### src/rtl/fetch_pkg.sv
// -----------------------------------------------------------------------------
// fetch_pkg
//   Shared types and defaults for the instruction-fetch slice.
//
//   fetch_state_e         BOOT / FETCH / DISCARD sequencing states of fetch_ctrl
//   FETCH_INSTR_BYTES     default PC increment for one sequential fetch
//   FETCH_DATA_WIDTH      default PC / address / instruction width
//   FETCH_RESET_VECTOR    default first fetch address after reset
// -----------------------------------------------------------------------------
package fetch_pkg;

  // BOOT    : one idle cycle after reset while the PC register loads the vector
  // FETCH   : normal operation, requests issued at the current PC
  // DISCARD : a redirect overtook an outstanding request; its response is dropped
  typedef enum logic [1:0] {
    BOOT    = 2'd0,
    FETCH   = 2'd1,
    DISCARD = 2'd2
  } fetch_state_e;

  localparam int unsigned FETCH_INSTR_BYTES = 4;
  localparam int unsigned FETCH_DATA_WIDTH  = 32;
  localparam logic [FETCH_DATA_WIDTH-1:0] FETCH_RESET_VECTOR = '0;

endpackage

### src/rtl/instr_skid_buf.sv
// -----------------------------------------------------------------------------
// instr_skid_buf
//   One-entry {instruction, pc} holding register between the fetch sequencer and
//   decode. An entry is offered on valid and consumed when valid && ready.
//
//   Priority (highest first): rst, flush, load, accept.
//   - flush drops any held entry (redirect); a load in the same cycle is lost.
//   - load writes a new entry; it may coincide with an accept of the old one,
//     which keeps the buffer full for back-to-back streaming.
//   - instr/pc are only written on load, so they stay stable while valid && !ready
//     and keep their last value after the entry is consumed.
//
// Ports
//   clk        in   1    clock
//   rst        in   1    synchronous active-high reset
//   load       in   1    write {load_instr, load_pc} and set valid
//   flush      in   1    clear valid
//   load_instr in   DW   instruction to store
//   load_pc    in   DW   pc of the instruction to store
//   ready      in   1    consumer accepts when valid && ready
//   valid      out  1    entry present
//   instr      out  DW   stored instruction
//   pc         out  DW   pc of stored instruction
// -----------------------------------------------------------------------------
module instr_skid_buf #(
  parameter int DATA_WIDTH = 32
) (
  input  logic                  clk,
  input  logic                  rst,
  input  logic                  load,
  input  logic                  flush,
  input  logic [DATA_WIDTH-1:0] load_instr,
  input  logic [DATA_WIDTH-1:0] load_pc,
  input  logic                  ready,
  output logic                  valid,
  output logic [DATA_WIDTH-1:0] instr,
  output logic [DATA_WIDTH-1:0] pc
);

  // NOTE: sequential state uses non-blocking assignments so every register
  // samples the pre-edge values of the others.
  always_ff @(posedge clk) begin
    if (rst) begin
      valid <= 1'b0;
      // NOTE: the payload registers are reset too because the instruction and
      // its pc are visible at the outputs and must read zero after reset.
      instr <= '0;
      pc    <= '0;
    end else if (flush) begin
      valid <= 1'b0;
    end else if (load) begin
      valid <= 1'b1;
      instr <= load_instr;
      pc    <= load_pc;
    end else if (valid && ready) begin
      valid <= 1'b0;
    end
  end

endmodule

### src/rtl/fetch_ctrl.sv
// -----------------------------------------------------------------------------
// fetch_ctrl
//   Sequences the PC register and instruction-memory fetches. PCNext_o is
//   loaded by an external PC register every cycle and comes back as PC_i.
//   Requests use a req/ack handshake that may complete in the first request
//   cycle; a fetched instruction is buffered for decode in instr_skid_buf.
//
//   A redirect always wins the PCNext mux. When it overtakes a request that has
//   not been acknowledged, the request is not aborted: the sequencer moves to
//   DISCARD, keeps requesting the old address until the ack, and drops that
//   response. The new target is requested in the cycle after that ack.
//
// Ports
//   clk                in   1    clock
//   rst                in   1    synchronous active-high reset
//   PC_i               in   DW   current PC from the PC register
//   PCNext_o           out  DW   next PC, loaded by the PC register every cycle
//   redirect_i         in   1    redirect pulse from execute
//   redirect_target_i  in   DW   redirect destination (bits [1:0] ignored)
//   imem_req_o         out  1    fetch request, held until imem_ack_i
//   imem_addr_o        out  DW   fetch address, stable while imem_req_o
//   imem_ack_i         in   1    fetch complete, imem_rdata_i valid this cycle
//   imem_rdata_i       in   DW   fetched instruction
//   instr_valid_o      out  1    buffered instruction valid toward decode
//   instr_o            out  DW   buffered instruction
//   instr_pc_o         out  DW   pc of buffered instruction
//   decode_ready_i     in   1    decode accepts when instr_valid_o && ready
// -----------------------------------------------------------------------------
module fetch_ctrl
  import fetch_pkg::*;
#(
  parameter int                    DATA_WIDTH   = FETCH_DATA_WIDTH,
  parameter logic [DATA_WIDTH-1:0] RESET_VECTOR = '0,
  parameter int                    INSTR_BYTES  = FETCH_INSTR_BYTES
) (
  input  logic                  clk,
  input  logic                  rst,
  input  logic [DATA_WIDTH-1:0] PC_i,
  output logic [DATA_WIDTH-1:0] PCNext_o,
  input  logic                  redirect_i,
  input  logic [DATA_WIDTH-1:0] redirect_target_i,
  output logic                  imem_req_o,
  output logic [DATA_WIDTH-1:0] imem_addr_o,
  input  logic                  imem_ack_i,
  input  logic [DATA_WIDTH-1:0] imem_rdata_i,
  output logic                  instr_valid_o,
  output logic [DATA_WIDTH-1:0] instr_o,
  output logic [DATA_WIDTH-1:0] instr_pc_o,
  input  logic                  decode_ready_i
);

  localparam logic [DATA_WIDTH-1:0] INCR        = DATA_WIDTH'(INSTR_BYTES);
  localparam logic [DATA_WIDTH-1:0] TARGET_MASK = ~(DATA_WIDTH'(3));

  fetch_state_e          state;
  logic [DATA_WIDTH-1:0] hold_addr;   // address of the request being discarded
  logic [DATA_WIDTH-1:0] target;      // word-aligned redirect destination
  logic                  buf_free;    // buffer can take a new entry this cycle
  logic                  fetch_done;  // request acknowledged in FETCH
  logic                  buf_load;

  assign target = redirect_target_i & TARGET_MASK;

  // The entry can be replaced when empty or when decode takes it this cycle,
  // which is what lets a zero-wait memory stream one instruction per cycle.
  assign buf_free = !instr_valid_o || decode_ready_i;

  // ---------------------------------------------------------------------------
  // Request, address and PCNext decisions for the current cycle. These depend
  // on same-cycle ack, ready and redirect, so they are combinational.
  // ---------------------------------------------------------------------------
  always_comb begin
    // NOTE: every signal driven here gets a default first, so no path through
    // the block leaves one unassigned and no latch is inferred.
    imem_req_o  = 1'b0;
    imem_addr_o = PC_i;
    PCNext_o    = PC_i;
    fetch_done  = 1'b0;
    buf_load    = 1'b0;

    unique case (state)
      BOOT: begin
        // The PC register picks up the vector here, so the first FETCH
        // cycle sees PC_i == RESET_VECTOR.
        PCNext_o = RESET_VECTOR;
      end
      FETCH: begin
        imem_req_o = buf_free;
        fetch_done = buf_free && imem_ack_i;
        if (fetch_done) begin
          PCNext_o = PC_i + INCR;
          buf_load = !redirect_i;
        end
      end
      DISCARD: begin
        // PC_i already holds the redirect target; keep the old request alive.
        imem_req_o  = 1'b1;
        imem_addr_o = hold_addr;
      end
      default: begin
      end
    endcase

    if (redirect_i) begin
      PCNext_o = target;
    end

    // Reset overrides everything, including a request left over in FETCH.
    if (rst) begin
      imem_req_o = 1'b0;
      PCNext_o   = RESET_VECTOR;
      buf_load   = 1'b0;
    end
  end

  // ---------------------------------------------------------------------------
  // Sequencer state
  // ---------------------------------------------------------------------------
  always_ff @(posedge clk) begin
    if (rst) begin
      state     <= BOOT;
      hold_addr <= '0;
    end else begin
      unique case (state)
        BOOT: begin
          // Any ack seen here belongs to a fetch from before reset: ignored.
          state <= FETCH;
        end
        FETCH: begin
          if (redirect_i && imem_req_o && !imem_ack_i) begin
            state     <= DISCARD;
            hold_addr <= PC_i;
          end
        end
        DISCARD: begin
          // The outstanding request completing ends DISCARD even if another
          // redirect arrives with it; that target is already in PCNext.
          if (imem_ack_i) begin
            state <= FETCH;
          end
        end
        default: begin
          state <= BOOT;
        end
      endcase
    end
  end

  // ---------------------------------------------------------------------------
  // Decode-side buffer. A redirect flushes it, which also drops any response
  // acknowledged in the same cycle.
  // ---------------------------------------------------------------------------
  instr_skid_buf #(
    .DATA_WIDTH (DATA_WIDTH)
  ) u_skid (
    .clk        (clk),
    .rst        (rst),
    .load       (buf_load),
    .flush      (redirect_i),
    .load_instr (imem_rdata_i),
    .load_pc    (PC_i),
    .ready      (decode_ready_i),
    .valid      (instr_valid_o),
    .instr      (instr_o),
    .pc         (instr_pc_o)
  );

endmodule

### config.mk
export PLATFORM = sky130hd
export DESIGN_NAME = fetch_ctrl
export DESIGN_NICKNAME = d
export VERILOG_FILES = /design/src/rtl/fetch_pkg.sv /design/src/rtl/instr_skid_buf.sv /design/src/rtl/fetch_ctrl.sv
export SDC_FILE = /design/constraint.sdc
export NUM_CORES = 1
export LEC_CHECK = 0
export ABC_CLOCK_PERIOD_IN_PS = 5000
export CORE_MARGIN = 8
export CORE_UTILIZATION = 40
export DETAILED_ROUTE_END_ITERATION = 10
export PLACE_DENSITY = 0.8
export SYNTH_ARGS = -nofsm -noshare
export SYNTH_HDL_FRONTEND = slang
export SYNTH_HIERARCHICAL = 1
export SYNTH_SLANG_ARGS = --single-unit
### constraint.sdc
create_clock -name clk -period 5 [get_ports clk]
set_input_delay 0.5 -clock clk [delete_from_list [all_inputs] [get_ports clk]]
set_output_delay 0.5 -clock clk [all_outputs]
set_load 0.02 [all_outputs]
==> results.cfg <==
[detailed_routing]
wl_per_cell_um = 18.95
ant_nets = 0
drc = 0
drt_iter0_drc = 322
drt_first_pass_iters = 6
num_vias = 5744
avgViaCountPerCell = 5.424
wirelength_mm = 20.07

[placement]
place_hpwl_mm = 13.52
place_ws_ns = 1.177
placed_area_um2 = 8169
numPortBuffers = 228
gp_congestion = 0.7803

[clock_tree]
cts_root_buf = clkbuf_16
cts_buffers = 9
insertion_delay_ns = 0.35
post-cts-setup-buffers = 0
htree_levels = 3
cts-resized-gates = 0
clk_pin_slew_ns = 0.07
tritoncts = built
clock_path_buffers = 2
ctsHoldBuffers = 0
cts_sinks = 99

[critical_path]
critPathTopFamily = buffers and inverters
crit_buf_inv = 2
critPathMaxFanout = 8
critPathKind = in -> out
cp.arrival_ns = 3.37
cp-end-kind = output pin
required_ns = 4.50
critPathSlowestCell = clkdlybuf4s50_1
startpoint_type = input port
cp_common_cell = clkdlybuf4s50_1
reg2reg_from = state[0]
max_stage_delay_ns = 0.65
crit_chain = clkdlybuf4s50_1, ha_1, nand4_1, nor3_1, nand2_1, or4_1, o211ai_1, clkdlybuf4s50_1
crit_start = PC_i[2]

[finish]
layout-drive-gt1-share = 0.09600
antenna_cells = 0
area_growth_pct = 43.30
layout.nets = 978
fillerInstances = 1294
register_area_um2 = 1982
fin_area_um2 = 8522
multiInputGateArea_um2 = 3600

[sta]
fmax_mhz = 258.6
post-route-min-period_ns = 3.868
rsz0062_at_grt = no
finalHoldViolCount = 0
worst_slack_ns = 1.132
tightestPinTransition_ns = 1.036
hold_ws_ns = 0.4534
slew_headroom = 0.3093
fin_crit_sh = 0.7735
slew_violations = 0
setup_viol = 0
clock_skew_ns = 0.003928
setup_tns_ns = 0

[synthesis]
netlist_area_um2 = 5947
yosys.area.top_type = dfxtp_1
syn_area_per_cell_um2 = 8.606
yosys_most_used_dff = dfxtp_1
synth_edf_count = 0
synth.distinct_cells = 47
yosys_register_bits = 99
yosys_warnings = 6
syn_nets = 797
ys_seq_area_frac = 0.3333
async_reset_ff_frac = 0
synth.top_cell.area_share = 0.3333
synth.area.top_cells = dfxtp_1 33%, nand4bb_1 12%, nand2b_1 7.2%
syn_inst = 691

[power]
p_leak_nw = 2.961
p_total_mw = 2.679
ir_worst_vdd_mv = 0.2459
powerDensity_nw_per_um2 = 314.3

[grt]
grt_pass1_vias = 5559
grt_util_all_layers = 0.2058
overflow = 0
grt_pass1_wl_mm = 30.86
grt_max_degree = 99
grt_antenna_before_repair = 0

[min_path]
hold_class = reg -> reg
worstHoldStart = hold_addr[30]

[flow_run]
drv_cap = 0

[outcome]
status = completed

[floorplanning]
ios = 231
start_util = 0.4092
core_area_um2 = 14530
die_h_um = 137.9
die_width_um = 137.9
die_area_um2 = 19020
rows = 44
-- stage by stage --
stage / cells / util
floorplan: 691 / -
global placement: 1045 / 0.5621
detailed placement: 1045 / 0.5621
CTS: 1059 / 0.5863
global route: 1059 / 0.5863
finish: 1059 / 0.5863
-- worst register-to-register path, cell delays in order (launching register included) --
cell and delay [ns]:
dfxtp_1 0.35, inv_1 0.09, ha_2 0.88, o2111ai_4 0.66, nand2_1 0.27, a21oi_1 0.09
-- final cells by class --
class                      instances  area share
clock buffer                       9     0.02643
inverter                           8    0.003524
tap                              184     0.02702
timing repair buffer             235      0.2731
multi-input combinational        519      0.4224
clock inverter                     5     0.01498
sequential                        99      0.2326
-- where the power goes --
group	switching, mW	internal, mW
Combinational	0.538	0.461
Sequential	0.0148	0.811
Clock	0.320	0.535
Total	0.872	1.81
-- layer usage --
layer	GRT usage	vias up	routed length (um)	share of wire
li1	-	2841	-	-
met1	0.2581	2706	8579	0.43
met2	0.3332	181	9513	0.47
met3	0.06413	16	1712	0.085
met4	0.05731	0	265	0.013
met5	0	-	0	0
-- state kept, by name, indices dropped and copies added, names as in the netlist --
| signal | cells |
|---|---|
| u_skid/instr | 32 |
| u_skid/valid | 1 |
| hold_addr | 32 |
| state | 2 |
| u_skid/pc | 32 |
-- path summary, 6_finish.rpt --
| kind | endpoint | slack (ns) | depth (start not counted) |
|---|---|---|---|
| setup / recovery | PCNext_o[18] | 1.13 | 8 |
| hold / removal | hold_addr[30] | 0.45 | 2 |
| setup reg to reg | hold_addr[21] | 2.53 | 5 |
| hold reg to reg | hold_addr[30] | 0.45 | 2 |
-- placed cells by master, fill, tap and decap left out, types with 3 or more instances in the layout --
| cell type | instances |
|---|---|
| clkdlybuf4s50_1 | 226 |
| dfxtp_1 | 99 |
| nand2_1 | 98 |
| nand2b_1 | 68 |
| nand4bb_1 | 64 |
| o21ai_1 | 44 |
| a21oi_1 | 37 |
| mux2_2 | 30 |
| nand3_1 | 22 |
| mux2i_1 | 20 |
| o21ai_2 | 20 |
| nor2_1 | 17 |
| nand4_1 | 13 |
| a22o_1 | 13 |
| and3_1 | 9 |
| clkbuf_16 | 9 |
| inv_1 | 8 |
| buf_4 | 8 |
| o211ai_1 | 7 |
| nor3_1 | 6 |
| or4_1 | 6 |
| o21ai_0 | 4 |
| a32oi_1 | 4 |
| ha_1 | 4 |
| bufinv_16 | 4 |
| and2_1 | 3 |
| nor2b_1 | 3 |
| nor3_2 | 3 |
| o31a_1 | 3 |
-- Yosys cell counts (all sizes together), types with 2 or more instances --
library cell,count
o31a,3
a21oi,37
nand3,22
nand2,99
inv,8
nor2b,5
a32oi,4
nor4,2
o21ai,68
nand4,13
o211ai,7
mux2i,20
buf,41
nor2,17
ha,5
mux2,30
clkbuf,24
and3,9
and4,3
o31ai,2
dfxtp,99
nor3,9
and2,3
a22o,13
nand2b,68
or4,6
nand4bb,64
-- kinds of logic after synthesis --
kind of cell | after synthesis | share of synthesized area
AND/OR/NAND/NOR | 324 | 0.3486
XOR/XNOR | 1 | 0.001473
AO/OA/AOI/OAI | 139 | 0.1488
adder cells (fa/ha/maj) | 5 | 0.01052
flip-flops | 99 | 0.3333
multiplexers | 50 | 0.09047
buffers and inverters | 73 | 0.06690
Note: power is estimated with default switching activity, not from simulation.
